[config.mk]
export PLATFORM = sky130hd
export DESIGN_NAME = acumulador_sat
export DESIGN_NICKNAME = d
export VERILOG_FILES = /design/src/rtl/acumulador_sat_pkg.sv /design/src/rtl/acumulador_sat_saturar.sv /design/src/rtl/acumulador_sat.sv
export SDC_FILE = /design/constraint.sdc
export NUM_CORES = 1
export LEC_CHECK = 0
export ABC_AREA = 1
export CAP_MARGIN = 20
export CORE_MARGIN = 10
export CORE_UTILIZATION = 40
export DETAILED_ROUTE_END_ITERATION = 10
export SYNTH_ARGS = -nofsm -noshare
export SYNTH_HDL_FRONTEND = slang
export SYNTH_SLANG_ARGS = --single-unit
export TNS_END_PERCENT = 30
[constraint.sdc]
create_clock -name clk -period 1.9 [get_ports clk]
set_clock_uncertainty 0.1 [all_clocks]
set_input_delay 0.38 -clock clk [delete_from_list [all_inputs] [get_ports clk]]
set_output_delay 0.38 -clock clk [all_outputs]
set_load 0.1 [all_outputs]
[src/rtl/acumulador_sat_pkg.sv]
// Shared fixed-point constants for the accumulation chain.
// Default Q(M.F) format, block length and accumulator sizing helper.
package acumulador_sat_pkg;

    // Q(M.F) sample format: N = 1 + M + F
    localparam int N_DEF     = 16;
    localparam int M_DEF     = 7;
    localparam int F_DEF     = 8;

    // samples summed per block
    localparam int LARGO_DEF = 16;

    // double-width samples plus growth bits for LARGO additions
    function automatic int ancho_acum(input int n, input int largo);
        return 2 * n + $clog2(largo);
    endfunction

endpackage

[src/rtl/acumulador_sat_saturar.sv]
// Shift-and-saturate: accumulator with 2F fraction bits to Q(M.F).
// Floor shift by F, then clip to the N-bit signed range.
module saturar #(
    parameter int W = 40,
    parameter int M = 7,
    parameter int F = 8
) (
    input  logic signed [W-1:0] acum,
    output logic signed [M+F:0] valor,
    output logic                sat
);

    localparam int N = 1 + M + F;

    localparam logic signed [N-1:0] VMAX = {1'b0, {(N-1){1'b1}}};
    localparam logic signed [N-1:0] VMIN = {1'b1, {(N-1){1'b0}}};

    logic signed [W-1:0] desp;
    logic        [W-N:0] alto;

    // arithmetic shift rounds toward minus infinity
    assign desp = acum >>> F;
    assign alto = desp[W-1:N-1];

    // fits in N bits only when all bits from the sign down are equal
    always_comb begin
        valor = desp[N-1:0];
        sat   = 1'b0;
        if (!(&alto) && (|alto)) begin
            sat   = 1'b1;
            valor = desp[W-1] ? VMIN : VMAX;
        end
    end

endmodule

[src/rtl/acumulador_sat.sv]
// Block accumulator: sums LARGO double-width samples, then converts
// the total to a saturated Q(M.F) result with a one-cycle listo pulse.
module acumulador_sat
    import acumulador_sat_pkg::*;
#(
    parameter int N     = N_DEF,
    parameter int M     = M_DEF,
    parameter int F     = F_DEF,
    parameter int LARGO = LARGO_DEF
) (
    input  logic                  clk,
    input  logic                  reset,
    input  logic                  inicio,
    input  logic signed [2*N-1:0] dato_in,
    input  logic                  dato_valido,
    output logic signed [N-1:0]   resultado,
    output logic                  listo,
    output logic                  ocupado,
    output logic                  saturado
);

    localparam int AW = ancho_acum(N, LARGO);
    localparam int CW = $clog2(LARGO + 1);

    localparam logic [CW-1:0] ULTIMO = CW'(LARGO - 1);

    typedef enum logic [1:0] {
        IDLE,
        ACUM,
        CONVERTIR
    } estado_t;

    estado_t               estado;
    logic signed [AW-1:0]  acum;
    logic        [CW-1:0]  cuenta;
    logic signed [AW-1:0]  dato_ext;
    logic signed [N-1:0]   valor_sat;
    logic                  flag_sat;

    assign dato_ext = {{(AW-2*N){dato_in[2*N-1]}}, dato_in};

    saturar #(
        .W (AW),
        .M (M),
        .F (F)
    ) u_saturar (
        .acum  (acum),
        .valor (valor_sat),
        .sat   (flag_sat)
    );

    // control FSM with accumulator, counter and registered outputs
    always_ff @(posedge clk or negedge reset) begin
        if (!reset) begin
            estado    <= IDLE;
            acum      <= '0;
            cuenta    <= '0;
            resultado <= '0;
            saturado  <= 1'b0;
            listo     <= 1'b0;
        end else begin
            listo <= 1'b0;
            unique case (estado)
                IDLE: begin
                    if (inicio) begin
                        acum   <= '0;
                        cuenta <= '0;
                        estado <= ACUM;
                    end
                end
                ACUM: begin
                    if (dato_valido) begin
                        acum   <= acum + dato_ext;
                        cuenta <= cuenta + CW'(1);
                        if (cuenta == ULTIMO)
                            estado <= CONVERTIR;
                    end
                end
                CONVERTIR: begin
                    resultado <= valor_sat;
                    saturado  <= flag_sat;
                    listo     <= 1'b1;
                    estado    <= IDLE;
                end
                default: estado <= IDLE;
            endcase
        end
    end

    assign ocupado = (estado != IDLE);

endmodule

---- Word level (Yosys, flattened, before mapping) ----
Cells that the tools add are included.
cells by class
  add/subtract/negate cells ............... 2
  reductions and logical operators ........ 9
  mux-type cells .......................... 14
  equal/unequal tests ..................... 6
operators by type and width
  operator                                                               count
  36-bit 2-to-1 mux                                                      2
  36-bit one-hot mux with 2 select lines                                 1
  36-bit by 32-bit adder with 36-bit output                              1
  16-bit 2-to-1 mux                                                      2
  13-bit AND reduction                                                   1
  13-bit OR reduction                                                    1
  5-bit 2-to-1 mux                                                       2
  5-bit one-hot mux with 2 select lines                                  1
  2-bit 2-to-1 mux                                                       3
  2-bit != test, second input constant                                   3
  3-bit AND reduction                                                    2
  5-bit by 1-bit adder with 5-bit output, second input constant          1
  5-bit by 4-bit equality test with 1-bit output, second input constant  1
  2-bit one-hot mux with 2 select lines                                  1
  2-bit nonzero test                                                     2
  2-bit by 1-bit equality test with 1-bit output, second input constant  1
  2-bit equality test, second input constant                             1
  2-bit logical NOT                                                      1
  1-bit 2-to-1 mux                                                       2
  1-bit logical AND                                                      1
  1-bit logical NOT                                                      1
word-level totals
  output and inout port bits .............. 19
  logic and storage cells ................. 37
  register bits ........................... 61

---- Longest topological paths before layout ----
  depth after elaboration ................. 4
  gate-level depth with buffers ........... 14
  depth with buffers taken out ............ 14

---- Modules after synthesis ----
Synthesis repeated with hierarchy kept, for this count alone.
unflattened totals
  cells, all modules ...................... 817
  area, all modules ....................... 5141.2 um2
modules (own cells, without submodules)
  module          seq. area each (um2)  area an instance (um2)  cells each  instances
  acumulador_sat  1526.5                4882.2                  757         1
  saturar         0.0                   259.0                   60          1

---- Worst setup path before layout ----
No wires, ideal clock.
  path kind ............................... in2reg
  start ................................... input dato_in[0]
  end ..................................... register acum[6]
  path slack .............................. -0.106 ns
  buffers on the path ..................... 0
  data arrival time ....................... 1.785 ns
  stages on the path ...................... 8
  required time ........................... 1.678 ns
  path through ............................ ha_1 fa_1 nand3_1 nand3_2 nand2_1 nand2_1 or2_2 a32o_1
on the way
  word-level cells in the longest chain between the ends .. 3
RTL lines
  what                                       line                  RTL
  from (decl)                                acumulador_sat.sv:14  input logic signed [2*N-1:0] dato_in,
  36-bit by 32-bit adder with 36-bit output  acumulador_sat.sv:73  acum <= acum + dato_ext;
  36-bit 2-to-1 mux                          acumulador_sat.sv:72  if (dato_valido) begin
  36-bit one-hot mux with 2 select lines     acumulador_sat.sv:63  unique case (estado)
  to (signal assigned)                       acumulador_sat.sv:73
  to (decl)                                  acumulador_sat.sv:34  logic signed [AW-1:0] acum;
Every way passes these cells. The select of a mux whose other input is x is not followed.
A chain may end at the register's enable or synchronous reset.

---- Worst setup path in the final report ----
  start ................................... register acum[0]
  end ..................................... register acum[22]
on the way
  word-level cells in the longest chain between the ends .. 3
RTL lines
  what                                       line
  36-bit by 32-bit adder with 36-bit output  acumulador_sat.sv:73
  36-bit 2-to-1 mux                          acumulador_sat.sv:72
  36-bit one-hot mux with 2 select lines     acumulador_sat.sv:63
Every way passes these cells. The select of a mux whose other input is x is not followed.

==> run summary <==
The depth of the worst register-to-register path came out at 13. The remaining max-slew budget at the tightest pin came out at 0.7656. The residual overflow from global routing came out at 0.

TritonCTS built the clock tree. In the routed design, unresolved DRC markers number 0. The sum of buffers and inverters on the critical path is 0. The post-route total power came out at 14.12 mW. The final setup slack of the worst path came out at -0.1042 ns. The CTS sink count is 61. In this run the remaining antenna-violating nets after routing total 0. The post-synth net total is 825. Across every metal layer, demand over resource in global routing totals 0.1942. The peak ir drop on the vdd network is 0.0008025 V.

The final route contains 5,561 vias. The end point of the worst hold path is cuenta[1]. The antenna diode instance count came out at 0. Dividing the synthesized area by the synthesized cell count gives 6.596 um2. The largest driver fanout on the critical path is 4. The final layout contains 999 nets. Tracing the worst setup path back leads to its startpoint at acum[0]. In this run the cell area measured after placement is 6654 um2. The worst hold path belongs to the class register to register. The reg2reg setup slack came out at -0.10 ns. The detail-routed via count per cell is 5.065. The initial antenna violation count came to 0.

The initial standard-cell utilization of the core came out at 0.4107. Summing all non-filler instances in the final layout gives an area of 7919 um2. The final-report hold violation count came to 0. Summing all flip-flop and latch instances after layout gives 1526 um2. The global-route wire length before repair is about 28 mm.

The final cell count without fillers came out at 1,098. Among all stages on the critical path, the largest delay is contributed by sky130_fd_sc_hd__dfrtp_1. The final max-slew violation count is 0. The count of fill cells added during filler insertion came out at 1,040. The number of failing setup endpoints in the final timing report came out at 17. The maximum cell stage delay along the critical path is 0.40 ns.

The final reports fail on negative setup slack. Including well taps, the total number of placed cells is 1,065. The clock period minus final worst setup slack came out at 2.004 ns.

The gate count after technology mapping is 751. The area growth from synthesis to final layout is 59.86%. The setup path with the least slack is of type register to register. The number of CTS-inserted buffers is 9. The starting DRC count in detailed routing came out at 477.

In this run the most critical hold path is launched from cuenta[1]. Yosys mapped the design onto 41 distinct sky130hd cell types. The data required time at the worst endpoint came out at 2.07 ns. The summed instance area of the synthesized netlist is 4954 um2. The worst setup path is captured at a register. At the later pin of the worst-skew pair, clock insertion delay measures 0.34 ns. For this run, the share of the core covered by cells in the final layout is 0.6565. The leakage power came out at 3.901 nW. The critical path goes through ha_4 > fa_2 > nand3_2 > nand3_4 > nand2_2 > nand2_2 > nand3_2 > nand2_4 > nand2_2 > nand2_1 > nand2_1 > nand3_2 > nand2_1. The multi-input logic area came out at ~4000 um2. The kind of cell adding the most delay to the critical path is simple AND/OR/NAND/NOR gates. The arrival time reported for the critical path endpoint is 2.18 ns.

The measured slew at the worst slew-check pin is 0.3516 ns. The width of the chip is 131.3 um. The floorplan row count is 40. The post-CTS clock slew at the launch and capture registers of the worst setup and hold paths came out at 0.06 ns. The maximum level of the CTS H-tree is 3. The weighted congestion at the end of routability-driven global placement is 0.9682. Max-cap violations in this run came to 0.

The worst register-to-register path ends at acum[22]. The timing-limited maximum frequency is 498.9 MHz. The worst setup timing slack at the placement stage came out at -0.6886 ns.

The die is between 100 and 150 um tall. The floorplan step defined a die boundary enclosing 17,230 um2. The number of detailed-route iterations in the first pass is 5.

The sum of net half-perimeters after detailed placement is 12.29 mm. The post-synthesis sequential element count came out at 61. The accumulated negative setup slack is -0.7430 ns. Of the available clock period, the critical path in the final layout requires 1.055. The I/O pin count is between 50 and 60.

The count of input and output buffers came out at 54. After floorplanning, the core was sized to cover ~12,000 um2. The fraction of layout cells with a size suffix above 1 is 0.3699. The via count of the first global-routing pass came out at 5,705. Counting instances, the worst hold path has a depth of 2. The power per cell area is 1783 nW/um2. The worst register-to-register path begins at acum[0].

Setup repair after global routing could not meet its margin everywhere. The type of element launching the critical path is a register. The minimum hold slack is 0.4031 ns. The Yosys step of the flow raised 0 warnings. The run finished, with violations left.

The sequential element share of the synthesized area is 0.3082. The largest net degree at the start of global routing came out at 62. The maximum count of clock buffers along a single path came out at 2. The final wirelength is 16.70 mm. In the final routed layout, each cell accounts on average for 15.21 um. The clock tree root buffer cell is sky130_fd_sc_hd__clkbuf_16.
[layer usage]
| layer | vias to the layer above | track usage | routed length, um |
|---|---|---|---|
| met4 | 0 | 0.06180 | 267 |
| met5 | - | 0 | 0 |
| met3 | 29 | 0.04078 | 1077 |
| li1 | 2761 | - | - |
| met2 | 190 | 0.3199 | 7934 |
| met1 | 2581 | 0.2479 | 7417 |
[state kept, by name (all words and copies together) (netlist names)]
| signal | count |
|---|---|
| acum | 36 |
| cuenta | 5 |
| saturado | 1 |
| listo | 1 |
| estado | 2 |
| resultado | 16 |
[how the worst max path moves through the flow]
stage | depth (start not counted) | endpoint
2_1_floorplan | 8 | acum[6]
3_3_place_gp | 13 | acum[22]
3_5_place_dp | 13 | acum[22]
4_1_cts | 11 | acum[16]
5_1_grt | 10 | acum[20]
6_report | 13 | acum[22]
[power by group]
part	internal, mW	switching [mW]
registers	1.86	0.588
logic	4.51	5.58
clock network	0.947	0.634
total	7.32	6.80
[cell type report]
class,instances,share of cell area
Clock inverter,4,0.002844
Inverter,96,0.04550
Clock buffer,12,0.03239
Sequential cell,61,0.1928
Tap cell,168,0.02654
Multi-Input combinational cell,584,0.4908
Timing Repair Buffer,173,0.2092
[worst register-to-register path, delay by kind of cell (launching register included)]
kind	cells	cell delay (ns)
fa+ha+maj	2	0.52
simple gates	11	0.90
flops	1	0.40
[cells in the mapped netlist (all sizes together)]
library cell | instances | area (um2)
nand3 | 42 | 240.2
xnor2 | 1 | 8.760
ha | 37 | 462.9
fa | 1 | 20.02
nand3b | 6 | 45.04
and3 | 1 | 6.260
a21boi | 2 | 15.02
inv | 95 | 356.6
a22o | 2 | 17.52
o21ai | 34 | 173.9
a32o | 4 | 40.04
o41ai | 1 | 8.760
clkinv | 1 | 3.750
xor2 | 2 | 17.52
o21a | 2 | 15.01
o22ai | 1 | 6.260
o21bai | 6 | 45.04
nor3 | 9 | 50.05
and2 | 1 | 8.760
a21oi | 57 | 289.0
buf | 10 | 71.32
nand4 | 6 | 37.54
nor4 | 2 | 12.51
or2 | 4 | 25.03
dfrtp | 61 | 1526
nor2 | 88 | 365.4
nand2 | 275 | 1085
[cells in the final DEF (no fill, tap or decap), types with 12 or more instances in the layout]
cell type / instances
sky130_fd_sc_hd__nor2_2: 21
sky130_fd_sc_hd__o21ai_1: 14
sky130_fd_sc_hd__o21ai_0: 18
sky130_fd_sc_hd__buf_4: 111
sky130_fd_sc_hd__a21oi_1: 29
sky130_fd_sc_hd__a21oi_2: 27
sky130_fd_sc_hd__dfrtp_1: 61
sky130_fd_sc_hd__nand2_2: 45
sky130_fd_sc_hd__nand2_1: 216
sky130_fd_sc_hd__inv_1: 83
sky130_fd_sc_hd__nor2_1: 60
sky130_fd_sc_hd__inv_2: 12
sky130_fd_sc_hd__nand3_1: 29
sky130_fd_sc_hd__nand2_4: 14
sky130_fd_sc_hd__buf_12: 23
sky130_fd_sc_hd__dlygate4sd2_1: 23
sky130_fd_sc_hd__ha_4: 32
[kinds of logic after synthesis]
| kind of cell | after synthesis | synth area share |
|---|---|---|
| AO/OA/AOI/OAI | 109 | 0.1233 |
| XOR/XNOR | 3 | 0.005305 |
| adder cells (fa/ha/maj) | 38 | 0.09750 |
| buffers and inverters | 106 | 0.08714 |
| flip-flops | 61 | 0.3082 |
| AND/OR/NAND/NOR | 434 | 0.3786 |
[what timing repair did]
item	CTS	global route
hold endpoints to repair	61	0
setup endpoints to repair	31	34
pin swaps	59	24
setup buffers	11	5
hold buffers	1	0
resized for setup	143	68
Power figures use the tool's default switching activity.
